## config.mk

```make
export PLATFORM = sky130hd
export DESIGN_NAME = sync_fifo_rdctrl_fwft
export DESIGN_NICKNAME = d
export VERILOG_FILES = /design/src/rtl/sync_fifo_pkg.sv /design/src/rtl/sync_fifo_fwft_stage.sv /design/src/rtl/sync_fifo_rdctrl_fwft.sv
export SDC_FILE = /design/constraint.sdc
export NUM_CORES = 1
export LEC_CHECK = 0
export BUFFER_PORTS_ARGS = -buffer_cell sky130_fd_sc_hd__buf_2
export CAP_MARGIN = 10
export CORE_UTILIZATION = 37
export DETAILED_ROUTE_END_ITERATION = 6
export PLACE_DENSITY = 0.81
export SYNTH_ARGS = -nofsm -noshare
export SYNTH_HDL_FRONTEND = slang
export SYNTH_SLANG_ARGS = --single-unit
```

## constraint.sdc

```tcl
create_clock -name rclk_i -period 2.54 [get_ports rclk_i]
set_input_delay 0.381 -clock rclk_i [delete_from_list [all_inputs] [get_ports rclk_i]]
set_output_delay 0.381 -clock rclk_i [all_outputs]
set_load 0.02 [all_outputs]
```

## src/rtl/sync_fifo_pkg.sv

```systemverilog
// Shared types and helpers for the synchronous FIFO read and write controllers.
package sync_fifo_pkg;

    typedef enum logic {
        FIFO_STD  = 1'b0,
        FIFO_FWFT = 1'b1
    } fifo_mode_e;

    // Occupancy between two pointers that carry a wrap bit above aw address bits.
    function automatic logic [31:0] ptr_diff(input logic [31:0] wp, input logic [31:0] rp,
                                             input int unsigned aw);
        logic [31:0] mask;
        mask = (32'd1 << (aw + 1)) - 32'd1;
        return (wp - rp) & mask;
    endfunction

endpackage

```

## src/rtl/sync_fifo_fwft_stage.sv

```systemverilog
// First-word-fall-through output stage: holding register, in-flight tracking and
// the prefetch decision for the memory's registered read port.
module sync_fifo_fwft_stage
    import sync_fifo_pkg::*;
#(
    parameter int unsigned DW = 32
) (
    input  logic          rclk_i,
    input  logic          rst_n,
    input  logic          rd_en_i,
    input  logic          mem_nonempty_i,
    input  logic [DW-1:0] rdata_i,
    output logic          fetch_o,
    output logic          avail_o,
    output logic [DW-1:0] rdata_o
);

    logic          out_v_q, out_v_d;
    logic          inflight_q, inflight_d;
    logic [DW-1:0] hold_q, hold_d;
    logic          pop;

    assign avail_o = out_v_q | inflight_q;
    assign pop     = rd_en_i & avail_o;
    assign fetch_o = mem_nonempty_i & (~avail_o | pop);
    // Bypass the holding register while a word is arriving so streaming has no bubble.
    assign rdata_o = inflight_q ? rdata_i : hold_q;

    always_comb begin
        out_v_d    = out_v_q;
        hold_d     = hold_q;
        inflight_d = fetch_o;
        if (inflight_q && !pop) begin
            hold_d  = rdata_i;
            out_v_d = 1'b1;
        end else if (pop && !inflight_q) begin
            out_v_d = 1'b0;
        end
    end

    always_ff @(posedge rclk_i or negedge rst_n) begin
        if (!rst_n) begin
            out_v_q    <= 1'b0;
            inflight_q <= 1'b0;
            hold_q     <= '0;
        end else begin
            out_v_q    <= out_v_d;
            inflight_q <= inflight_d;
            hold_q     <= hold_d;
        end
    end

    // A fetch is only issued when the holder is empty or draining, so both never coexist.
    a_single_word: assert property (@(posedge rclk_i) disable iff (!rst_n)
        !(out_v_q && inflight_q));

endmodule

```

## src/rtl/sync_fifo_rdctrl_fwft.sv

```systemverilog
// Read-side controller for the synchronous FIFO: read pointer with wrap bit, status
// flags and either a one-cycle-latency or a first-word-fall-through consumer port.
module sync_fifo_rdctrl_fwft
    import sync_fifo_pkg::*;
#(
    parameter int unsigned AW        = 7,
    parameter int unsigned DW        = 32,
    parameter int unsigned FWFT      = 0,
    parameter int unsigned AE_THRESH = 4
) (
    input  logic          rclk_i,
    input  logic          rst_n,
    input  logic          rd_en_i,
    input  logic [AW:0]   wpnt_i,
    input  logic [DW-1:0] rdata_i,
    output logic          mem_ren_o,
    output logic [AW-1:0] rpnt_o,
    output logic [AW:0]   rptr_o,
    output logic [DW-1:0] rdata_o,
    output logic          rvalid_o,
    output logic          empty_o,
    output logic          almost_empty_o,
    output logic [AW:0]   level_o,
    output logic          underflow_o
);

    localparam fifo_mode_e  Mode     = (FWFT != 0) ? FIFO_FWFT : FIFO_STD;
    localparam int unsigned PW       = AW + 1;
    localparam logic [AW:0] Depth    = PW'(2 ** AW);
    localparam logic [AW:0] AeThresh = PW'(AE_THRESH);

    logic [AW:0] rptr_q, rptr_d;
    logic [AW:0] mem_cnt;
    logic        adv;
    logic        empty;
    logic        underflow_q, underflow_d;

    assign mem_cnt = PW'(ptr_diff(32'(wpnt_i), 32'(rptr_q), AW));

    if (Mode == FIFO_FWFT) begin : g_fwft
        logic fetch;
        logic avail;

        sync_fifo_fwft_stage #(
            .DW(DW)
        ) u_stage (
            .rclk_i         (rclk_i),
            .rst_n          (rst_n),
            .rd_en_i        (rd_en_i),
            .mem_nonempty_i (mem_cnt != '0),
            .rdata_i        (rdata_i),
            .fetch_o        (fetch),
            .avail_o        (avail),
            .rdata_o        (rdata_o)
        );

        assign adv       = fetch;
        assign mem_ren_o = fetch;
        assign rvalid_o  = avail;
        assign empty     = ~avail;
        assign level_o   = mem_cnt + PW'(avail);
    end else begin : g_std
        logic rvalid_q;

        assign empty     = (rptr_q == wpnt_i);
        assign adv       = rd_en_i & ~empty;
        assign mem_ren_o = adv;
        assign rvalid_o  = rvalid_q;
        assign rdata_o   = rdata_i;
        assign level_o   = mem_cnt;

        always_ff @(posedge rclk_i or negedge rst_n) begin
            if (!rst_n) begin
                rvalid_q <= 1'b0;
            end else begin
                rvalid_q <= adv;
            end
        end
    end

    always_comb begin
        rptr_d      = rptr_q;
        underflow_d = rd_en_i & empty;
        if (adv) begin
            rptr_d = rptr_q + PW'(1);
        end
    end

    always_ff @(posedge rclk_i or negedge rst_n) begin
        if (!rst_n) begin
            rptr_q      <= '0;
            underflow_q <= 1'b0;
        end else begin
            rptr_q      <= rptr_d;
            underflow_q <= underflow_d;
        end
    end

    assign rpnt_o         = rptr_q[AW-1:0];
    assign rptr_o         = rptr_q;
    assign empty_o        = empty;
    assign almost_empty_o = (level_o <= AeThresh);
    assign underflow_o    = underflow_q;

    // The write controller must never let the memory hold more than its depth.
    a_mem_cnt_legal: assert property (@(posedge rclk_i) disable iff (!rst_n)
        mem_cnt <= Depth);

endmodule
```

* After elaboration in Yosys (flattened, before gate mapping)
Cells that the tools add are included.
** Cells by class
- $add $sub $neg :: 2
- Magnitude comparators :: 1
- Equal/unequal tests :: 1
- Bitwise logic cells :: 3
** Operators by type and width (count)
- $add A8 B1 Y8 const B :: 1
- $eq A8 B8 Y1 :: 1
- $le A8 B3 Y1 const B :: 1
- $sub A8 B8 Y8 :: 1
- $and A1 B1 Y1 :: 2
- $not A1 Y1 :: 1
** Word-level totals
- Bits in registers :: 10
- Input port bits :: 43
- Output and inout port bits :: 60
- Word-level logic and storage cells :: 10

* Longest topological paths before layout
Gate-level depths: netlist of the first run.
- Depth in word-level cells :: 3
- Gate-level depth with buffers :: 9

* Worst setup path after synthesis of the first run
Ideal clock, no wire load.
- Path kind :: flip-flop to output port
- From :: register rptr_q[0] (netlist: rptr_o[0])
- To :: output almost_empty_o
- Arrival :: 2.762 ns
- Required time :: 2.159 ns
- Path slack :: -0.603 ns
- Cell stages (with the launch flop) :: 9
- Buffers on the path :: 0
- Cell sequence :: dfrtp_1 -> ha_1 -> inv_1 -> fa_1 -> a211oi_1 -> nor2_1 -> xor2_1 -> or3b_1 -> nor4_1
** On the way
- Cells in the longest elaborated chain, start to end :: 2
** Ends and longest elaborated chain
- start, declared :: RTL line sync_fifo_rdctrl_fwft.sv:32 : logic [AW:0] rptr_q, rptr_d;
- start signal, assigned :: RTL line sync_fifo_rdctrl_fwft.sv:94 : rptr_q <= rptr_d;
- $sub A8 B8 Y8 :: RTL line sync_fifo_pkg.sv:14 : return (wp - rp) & mask;
- via level_o[4] :: RTL line sync_fifo_rdctrl_fwft.sv:23 : output logic [AW:0] level_o,
- $le A8 B3 Y1 :: RTL line sync_fifo_rdctrl_fwft.sv:102 : assign almost_empty_o = (level_o <= AeThresh);
- end, declared :: RTL line sync_fifo_rdctrl_fwft.sv:22 : output logic almost_empty_o,
The timed path passes the listed nets, and every way through them passes these cells.

* Worst setup path after layout of the first run
- From :: register rptr_q[0] (netlist: rptr_o[0])
- To :: output almost_empty_o
** On the way
- Cells in the longest elaborated chain, start to end :: 2
** Ends and longest elaborated chain (RTL line)
- $sub A8 B8 Y8 :: sync_fifo_pkg.sv:14
- $le A8 B3 Y1 :: sync_fifo_rdctrl_fwft.sv:102
No other way between the ends.

==> results of run 1 <==
## cell usage in the layout (no fill, tap or decap), types with 2 or more instances in the layout
cell | netlist | routed
buf_2 | 0 | 35
buf_4 | 39 | 15
dfrtp_1 | 10 | 8
inv_1 | 10 | 7
nand2_1 | 6 | 6
ha_1 | 8 | 6
xor2_1 | 7 | 5
xnor2_1 | 6 | 5
nor2_1 | 5 | 4
o21ai_0 | 4 | 4
inv_2 | 0 | 3
nand4_1 | 3 | 3
nor3_1 | 4 | 3
clkbuf_4 | 0 | 3
a211oi_2 | 0 | 2
xor2_2 | 0 | 2
a21oi_2 | 0 | 2
nor4_4 | 1 | 2
dfrtp_2 | 0 | 2
## cell families (layout without fill, tap and decap cells)
logic type,count (synthesis),count (layout),share of synthesized area (%)
buffers and inverters,50,66,31.6
adder cells (fa/ha/maj),9,9,11.1
AND/OR/NAND/NOR,26,26,15.0
AO/OA/AOI/OAI,13,13,7.75
multiplexers,1,1,0.925
flip-flops,10,10,23.1
XOR/XNOR,13,13,10.5
## stage by stage
step	total power [mW]	cell area, sq um	TNS (ns)
after floorplan	1.36	1130	-0.127
after global placement	1.63	1110	-0.179
after detailed placement	1.64	1110	-0.217
after CTS	1.89	1200	-0.328
after global routing	2.15	1260	-0.659
final	1.99	1260	-0.336
## worst register-to-register path, stage by stage (launching register included)
cell and delay [ns]:
dfrtp_1 0.39, inv_2 0.08, ha_1 0.37, nand4_1 0.14
buf_4 0.17, o31a_2 0.42, nand4_4 0.15, nor4_4 0.06
xor2_1 0.14
## registers in the layout (all words and copies together) (netlist names)
signal	count
rptr_o	8
rvalid_o	1
underflow_o	1
## routing by layer
layer	wire, microns	GRT usage [%]
met5	0	0
met4	122	9.76
met3	201	5.81
met2	1210	24.8
met1	905	18.5
## layout make-up
cell class | count | area [sq um]
Sequential cell | 10 | 253
Timing Repair Buffer | 52 | 309
Multi-Input combinational cell | 62 | 584
Inverter | 10 | 37.5
Fill cell | 269 | 1500
Tap cell | 31 | 38.8
Clock buffer | 4 | 36.3
## path summary, 6_finish.rpt
path	endpoint	depth (start not counted)	slack, ns
max	almost_empty_o	9	-0.24
min	underflow_o	2	0.34
max reg2reg	rptr_o[7]	8	0.51
min reg2reg	rptr_o[7]	1	0.52
max in group asynchronous	rptr_o[0]	2	1.82
min in group asynchronous	rptr_o[7]	2	0.50
## power breakdown
| part | total [mW] | switching [mW] | internal, mW | leakage, nW |
|---|---|---|---|---|
| clock | 0.145 | 0.0577 | 0.0871 | 0.0210 |
| sequential | 0.269 | 0.0441 | 0.224 | 0.116 |
| combinational | 1.58 | 0.922 | 0.656 | 0.472 |
## what timing repair did
| action | 4_1_cts | 5_1_grt |
|---|---|---|
| setup buffers | 2 | 3 |
| gates resized for setup | 7 | 10 |
| hold buffers | 1 | 0 |
| endpoints found under the hold margin | 10 | 0 |
| setup endpoints to repair | 2 | 3 |
| gates cloned | 0 | 0 |
| pin swaps | 4 | 3 |
==> reports/qor.yml, run 1 <==
timing:
  period_share_pct: 109
  timing.hold.ws_ns: 0.340
  drv_slew: 0
  fmax_ghz: 0.360
  setup_ws_ns: -0.236
  finalCriticalPeriod_ns: 2.78
  finClkSkew_ns: 0.00973
  setup_viol: 2
  hold_violations: 0
  slew_headroom_pct: 72.4
  worst_pin_slew_ns: 0.413
  rsz0062_at_grt: "true"
synthesis:
  ys_seq_area_share_pct: 23.1
  ys.warnings.count: 0
  synth_commonest_cells: "buf_4 (39), dfrtp_1 (10), inv_1 (10)"
  syn_area_per_cell_sq_um: 8.87
  synth_nets: 174
  yosysTopAreaCellShare_pct: 27.1
  synth.most_common_cell: "buf_4"
  yosysTopAreaCell: "buf_4"
  ys.flop_type: "dfrtp_1"
  synth.cell_area_sq_um: 1080
  ys_types: 28
  synth_edf_count: 0
  netlist_instances: 122
  synthArstFlopShare_pct: 100
  ys_top_cells_by_area: "buf_4 (27%), dfrtp_1 (23%), ha_1 (9.2%)"
  ys_ff_latch: 10
global_route:
  grt_util_all_layers_pct: 15.9
  antenna_found_initial: 0
  grt_pass1_wl_microns: 3770
  grt_overflow: 0
  grt_pass1_vias: 798
  grt_max_degree: 11
floorplan:
  core-area_sq_um: 2760
  row_count: 19
  io-pin-count: 103
  die_y_microns: 56.1
  die_x_microns: 56.1
  start_util_pct: 39.2
  die-area_sq_um: 3150
power:
  power.leakage_nw: 0.609
  vdd_drop_max_uv: 841
  power_density_nw_per_um2: 1580
critical_path:
  worstPathArrival_ns: 2.40
  worstSetupEndpointType: "output port"
  r2r-start: "rptr_o[5]"
  path_delay_family: "simple AND/OR/NAND/NOR gates"
  crit_path_start_kind: "flip-flop"
  crit_buf_inv: 2
  crit_chain: "ha_4 > inv_2 > fa_2 > a211oi_2 > nor2_2 > xor2_2 > or3b_4 > nor4_4 > buf_4"
  cp-startpoint: "rptr_o[0]"
  slowest_stage: "or3b_4"
  crit_path_max_fanout: 2
  crit_required_ns: 2.16
  crit_type: "flip-flop to output port"
  max_stage_delay_ns: 0.39
routing:
  num_vias: 827
  drcViolationCount: 0
  vias_per_cell: 4.89
  drt_first_pass_iters: 5
  drt_iter0_drc: 12
  post_drt_wl_per_cell_microns: 14.4
  postRouteAntennaNets: 0
  drt-total-wl_microns: 2440
hold_path:
  hold_start: "rd_en_i"
  hp-class: "primary input to flip-flop"
placed_design:
  dp_slack_ns: -0.217
  portBuffers: 38
  hpwlAfterDp_microns: 1820
  dp_cells: 159
  place.gp.congestion: 0.802
clock_tree:
  clockBufferDepth: 2
  cts_root_buf: "clkbuf_4"
  cts_num_sinks: 10
  clkTransAtPathRegs_ns: 0.07
  insertion_delay_ns: 0.27
  cts_tree: "done"
  htree_num_levels: 1
  numCtsBuffers: 3
job:
  maxCapViolations: 0
cells_and_area:
  n_antenna_cell: 0
  syn_to_final_growth_pct: 16.3
  drive_gt1_share_pct: 56.5
  fin_util_pct: 45.6
  fin_nets: 191
  stdcell_count: 169
status:
  violations: "setup timing"
  outcome: "finished, violations left"
No activity file was read; power rests on OpenSTA's default activity.
==> run 2, diff against run 1 <==
- CELL_PAD_IN_SITES_DETAIL_PLACEMENT: default -> 0
- CELL_PAD_IN_SITES_GLOBAL_PLACEMENT: default -> 1
- CORE_UTILIZATION: 37 -> 24
- PLACE_DENSITY: 0.81 -> default
- PLACE_DENSITY_LB_ADDON: default -> 0.1
==> reports/qor.yml, run 2 (synthesis gave the netlist of run 1 again) <==
power:
  power.leakage_nw: 0.606
  power_density_nw_per_um2: 1570
  vdd_drop_max_uv: 373
  power.total_mw: 1.99
cells_and_area:
  nFillCells: 483
  final_common_cell: "buf_2"
  seq_area_sq_um: 253
  fin_nets: 188
  largest_reg_flops: 8
  syn_to_final_growth_pct: 17.2
  final_cell_mix: "buf_2 (35), buf_4 (13), inv_1 (8), dfrtp_1 (8), ha_1 (7)"
  n_antenna_cell: 0
  drive_gt1_share_pct: 53.3
  multi_input_area_sq_um: 574
routing:
  vias_per_cell: 4.36
  post_drt_wl_per_cell_microns: 12.3
  postRouteAntennaNets: 0
  num_vias: 815
  drcViolationCount: 0
  drt-total-wl_microns: 2300
  drt_iter0_drc: 17
  drt_first_pass_iters: 4
placed_design:
  portBuffers: 38
  dp_slack_ns: -0.235
  place.gp.congestion: 0.693
  hpwlAfterDp_microns: 1930
global_route:
  grt_pass1_vias: 759
  grt_max_degree: 11
  grt_overflow: 0
  antenna_found_initial: 0
  grt_util_all_layers_pct: 9.67
  grt_pass1_wl_microns: 3630
critical_path:
  crit_required_ns: 2.16
  r2r-start: "rptr_o[5]"
  crit_buf_inv: 2
  path_delay_family: "simple AND/OR/NAND/NOR gates"
  crit_path_max_fanout: 2
  max_stage_delay_ns: 0.39
  r2r-end: "rptr_o[7]"
  r2r_cells: 7
  slowest_stage: "dfrtp_2"
  crit_type: "flip-flop to output port"
  worstSetupEndpointType: "output port"
  reg2reg_slack_ns: 0.59
  crit_chain: "ha_4 > inv_2 > fa_2 > a211oi_2 > nor2_1 > xor2_2 > or3b_4 > nor4_4 > buf_4"
  crit_path_start_kind: "flip-flop"
  worstPathArrival_ns: 2.39
status:
  violations: "hold timing, setup timing"
  outcome: "finished, violations left"
timing:
  finClkSkew_ns: 0.00958
  rsz0062_at_grt: "true"
  fmax_ghz: 0.361
  setup_ws_ns: -0.227
  worst_pin_slew_ns: 0.400
  timing.hold.ws_ns: -0.00733
  period_share_pct: 109
  hold_violations: 6
  slew_headroom_pct: 73.2
  setup_viol: 2
  drv_slew: 0
  finalCriticalPeriod_ns: 2.77
job:
  maxCapViolations: 0
floorplan:
  die-area_sq_um: 4780
  core-area_sq_um: 4350
  row_count: 24
  start_util_pct: 24.9
  io-pin-count: 103
  die_y_microns: 69.2
  die_x_microns: 69.2
clock_tree:
  insertion_delay_ns: 0.24
  cts_num_sinks: 10
  cts_tree: "done"
  cts_root_buf: "clkbuf_8"
  clkTransAtPathRegs_ns: 0.05
  cts_hold_buffers: 0
  clockBufferDepth: 2
  htree_num_levels: 1
  numCtsBuffers: 3
hold_path:
  hp-class: "primary input to asynchronous set/reset pin"
-- run 2: worst max-delay path by stage --
stage              start              to  slack, ns  depth (start not counted)
6_report       rptr_o[0]  almost_empty_o      -0.23                          9
5_1_grt        rptr_o[0]  almost_empty_o      -0.33                          9
4_1_cts        rptr_o[0]  almost_empty_o      -0.24                          9
3_5_place_dp   wpnt_i[0]  almost_empty_o      -0.24                         11
3_3_place_gp   wpnt_i[0]  almost_empty_o      -0.22                         11
2_1_floorplan  rptr_o[0]  almost_empty_o      -0.13                          8
-- run 2: layout make-up --
| cell class | count | share of cell area [%] |
|---|---|---|
| multi-input combinational | 62 | 45.3 |
| timing repair buffer | 49 | 22.4 |
| sequential | 10 | 19.9 |
| tap | 52 | 5.13 |
| clock buffer | 4 | 4.34 |
| inverter | 10 | 2.96 |
-- run 2: worst register-to-register path: stages, from the launching register on --
cell and delay [ns]:
dfrtp_1 0.40, inv_2 0.09, ha_1 0.37, nand4_1 0.17, o31a_2 0.46, nand4_4 0.15, nor4_4 0.06, xor2_1 0.14
-- run 2: layer usage --
metal	track usage [%]	vias up	routed length (microns)	part of all wire, %
li1	-	389	-	-
met1	11.8	369	1010	44
met2	14.2	38	1010	44
met3	4.09	19	213	9.3
met4	5.22	0	68	3.0
met5	0	-	0	0
-- run 2: timing repair --
item                                    4_1_cts  5_1_grt
pin swaps                                     5        0
endpoints found under the setup margin        2        4
buffers inserted                              1        1
resized for setup                             6        7
-- run 2: metrics by stage --
step	utilization, %	area [sq um]	std cells	setup TNS [ns]
2_1_floorplan	-	1130	122	-0.127
3_3_place_gp	26.7	1160	183	-0.313
4_1_cts	28.4	1240	187	-0.244
3_5_place_dp	26.7	1160	183	-0.329
5_1_grt	29.1	1270	187	-0.439
6_report	29.1	1270	187	-0.239
-- run 2: power by group --
group	internal, mW	switching (mW)	leakage (nW)	total, mW
logic	0.626	0.895	0.461	1.52
clock network	0.137	0.0658	0.0288	0.202
registers	0.225	0.0450	0.116	0.270
total	0.987	1.01	0.606	1.99
==> run 3, diff against run 2 <==
- CORE_ASPECT_RATIO: default -> 1.1
- GPL_TIMING_DRIVEN: default -> 0
==> reports/qor.yml, run 3 (synthesis gave the netlist of run 1 again) <==
routing:
  drt-total-wl_microns: 2600
  num_vias: 1045
  drcViolationCount: 0
  drt_first_pass_iters: 3
  drt_iter0_drc: 8
  vias_per_cell: 4.07
  post_drt_wl_per_cell_microns: 10.1
  postRouteAntennaNets: 0
global_route:
  grt_max_degree: 11
  grt_pass1_wl_microns: 3910
  grt_overflow: 0
  grt_pass1_vias: 959
  grt_util_all_layers_pct: 10.3
  antenna_found_initial: 0
status:
  outcome: "finished, violations left"
  violations: "setup timing"
critical_path:
  crit_path_start_kind: "flip-flop"
  crit_path_max_fanout: 2
  worstSetupEndpointType: "output port"
  crit_type: "flip-flop to output port"
  worstPathArrival_ns: 2.36
  crit_required_ns: 2.16
cells_and_area:
  largest_reg_flops: 8
  multi_input_area_sq_um: 596
  fin_util_pct: 40.0
  final_cell_mix: "buf_2 (67), buf_4 (49), inv_1 (6), nand2_1 (6), ha_1 (6)"
  n_antenna_cell: 0
  nFillCells: 448
  seq_area_sq_um: 256
  syn_to_final_growth_pct: 59.5
  fin_nets: 256
  drive_gt1_share_pct: 73.4
  final_common_cell: "buf_2"
clock_tree:
  clkTransAtPathRegs_ns: 0.05
  numCtsBuffers: 3
  clockBufferDepth: 2
  cts_root_buf: "clkbuf_8"
  cts_num_sinks: 10
  cts_tree: "done"
  insertion_delay_ns: 0.23
  htree_num_levels: 1
  cts_hold_buffers: 0
job:
  maxCapViolations: 0
power:
  power_density_nw_per_um2: 1240
  power.total_mw: 2.15
  vdd_drop_max_uv: 343
  power_frac_comb_pct: 76.8
  intPower_mw: 1.08
  clkPwrFrac_pct: 9.0
  p_switching_mw: 1.07
  seqPwrFrac_pct: 14.3
  switching_share_pct: 49.9
  power.leakage_nw: 0.899
timing:
  finClkSkew_ns: 0.00370
  period_share_pct: 108
  drv_slew: 0
  hold_violations: 0
  rsz0062_at_grt: "true"
  setup_ws_ns: -0.202
  finalCriticalPeriod_ns: 2.74
  slew_headroom_pct: 73.9
  worst_pin_slew_ns: 0.389
  fmax_ghz: 0.365
  setup_viol: 1
placed_design:
  place.gp.congestion: 0.734
  portBuffers: 70
  hpwlAfterDp_microns: 2190
floorplan:
  die_x_microns: 66.0
  start_util_pct: 25.1
  core-area_sq_um: 4320
  die_y_microns: 72.4
  row_count: 25
  io-pin-count: 103
  die-area_sq_um: 4780
hold_path:
  hp-class: "primary input to asynchronous set/reset pin"
==> run 3: area by class of cell <==
class                      count  area share (%)
multi-input combinational     62            34.5
timing repair buffer          77            23.8
buffer                        40            17.6
sequential                    10            14.9
tap                           54            3.91
clock buffer                   4            3.19
inverter                      10            2.17
==> run 3: final timing paths <==
check | startpoint | endpoint | slack, ns | cells past startpoint
max | rptr_o[0] | almost_empty_o | -0.20 | 9
min | rst_n | rvalid_o | 0.005 | 1
max reg2reg | rptr_o[4] | rptr_o[7] | 0.51 | 8
min reg2reg | rptr_o[7] | rptr_o[7] | 0.51 | 1
max in group asynchronous | rst_n | rptr_o[4] | 2.33 | 1
min in group rclk_i | rd_en_i | underflow_o | 0.40 | 2
==> run 3: repair_timing <==
| item | in CTS | in global routing |
|---|---|---|
| resized for setup | 9 | 12 |
| setup buffers | 4 | 3 |
| endpoints found under the setup margin | 4 | 3 |
| pin swaps | 9 | 6 |
==> run 3: layer usage <==
metal | global-route usage (%) | part of all wire, %
met5 | 0 | 0
met3 | 2.52 | 9.6
met2 | 20.1 | 50
met4 | 2.13 | 0.65
met1 | 11.1 | 39
==> run 3: power by group through the flow <==
stage	Combinational (mW)	Sequential [mW]	Clock, mW
6_report	1.65	0.306	0.192
5_1_grt	1.78	0.314	0.211
4_1_cts	1.53	0.316	0.202
3_5_place_dp	1.40	0.341	0
3_3_place_gp	1.40	0.338	0
2_1_floorplan	0.966	0.394	0
==> run 3: through the flow <==
stage	hold slack, ns	instances	setup TNS, ns	worst slack [ns]	instance area, sq um
after floorplan	0.0854	122	-0.127	-0.127	1130
final	0.00495	257	-0.202	-0.202	1730
after global routing	0.00915	257	-0.444	-0.332	1730
after CTS	0.00736	254	-0.275	-0.257	1660
after detailed placement	0.259	246	-0.257	-0.257	1550
after global placement	0.254	246	-0.276	-0.276	1550
==> run 3: worst max-delay path, stage by stage, from the launching register on <==
cell      delay, ns
dfrtp_2        0.39
ha_4           0.14
inv_2          0.03
fa_2           0.35
a211oi_2       0.28
nor2_2         0.07
xor2_2         0.15
or3b_4         0.41
nor4_4         0.13
buf_4          0.17
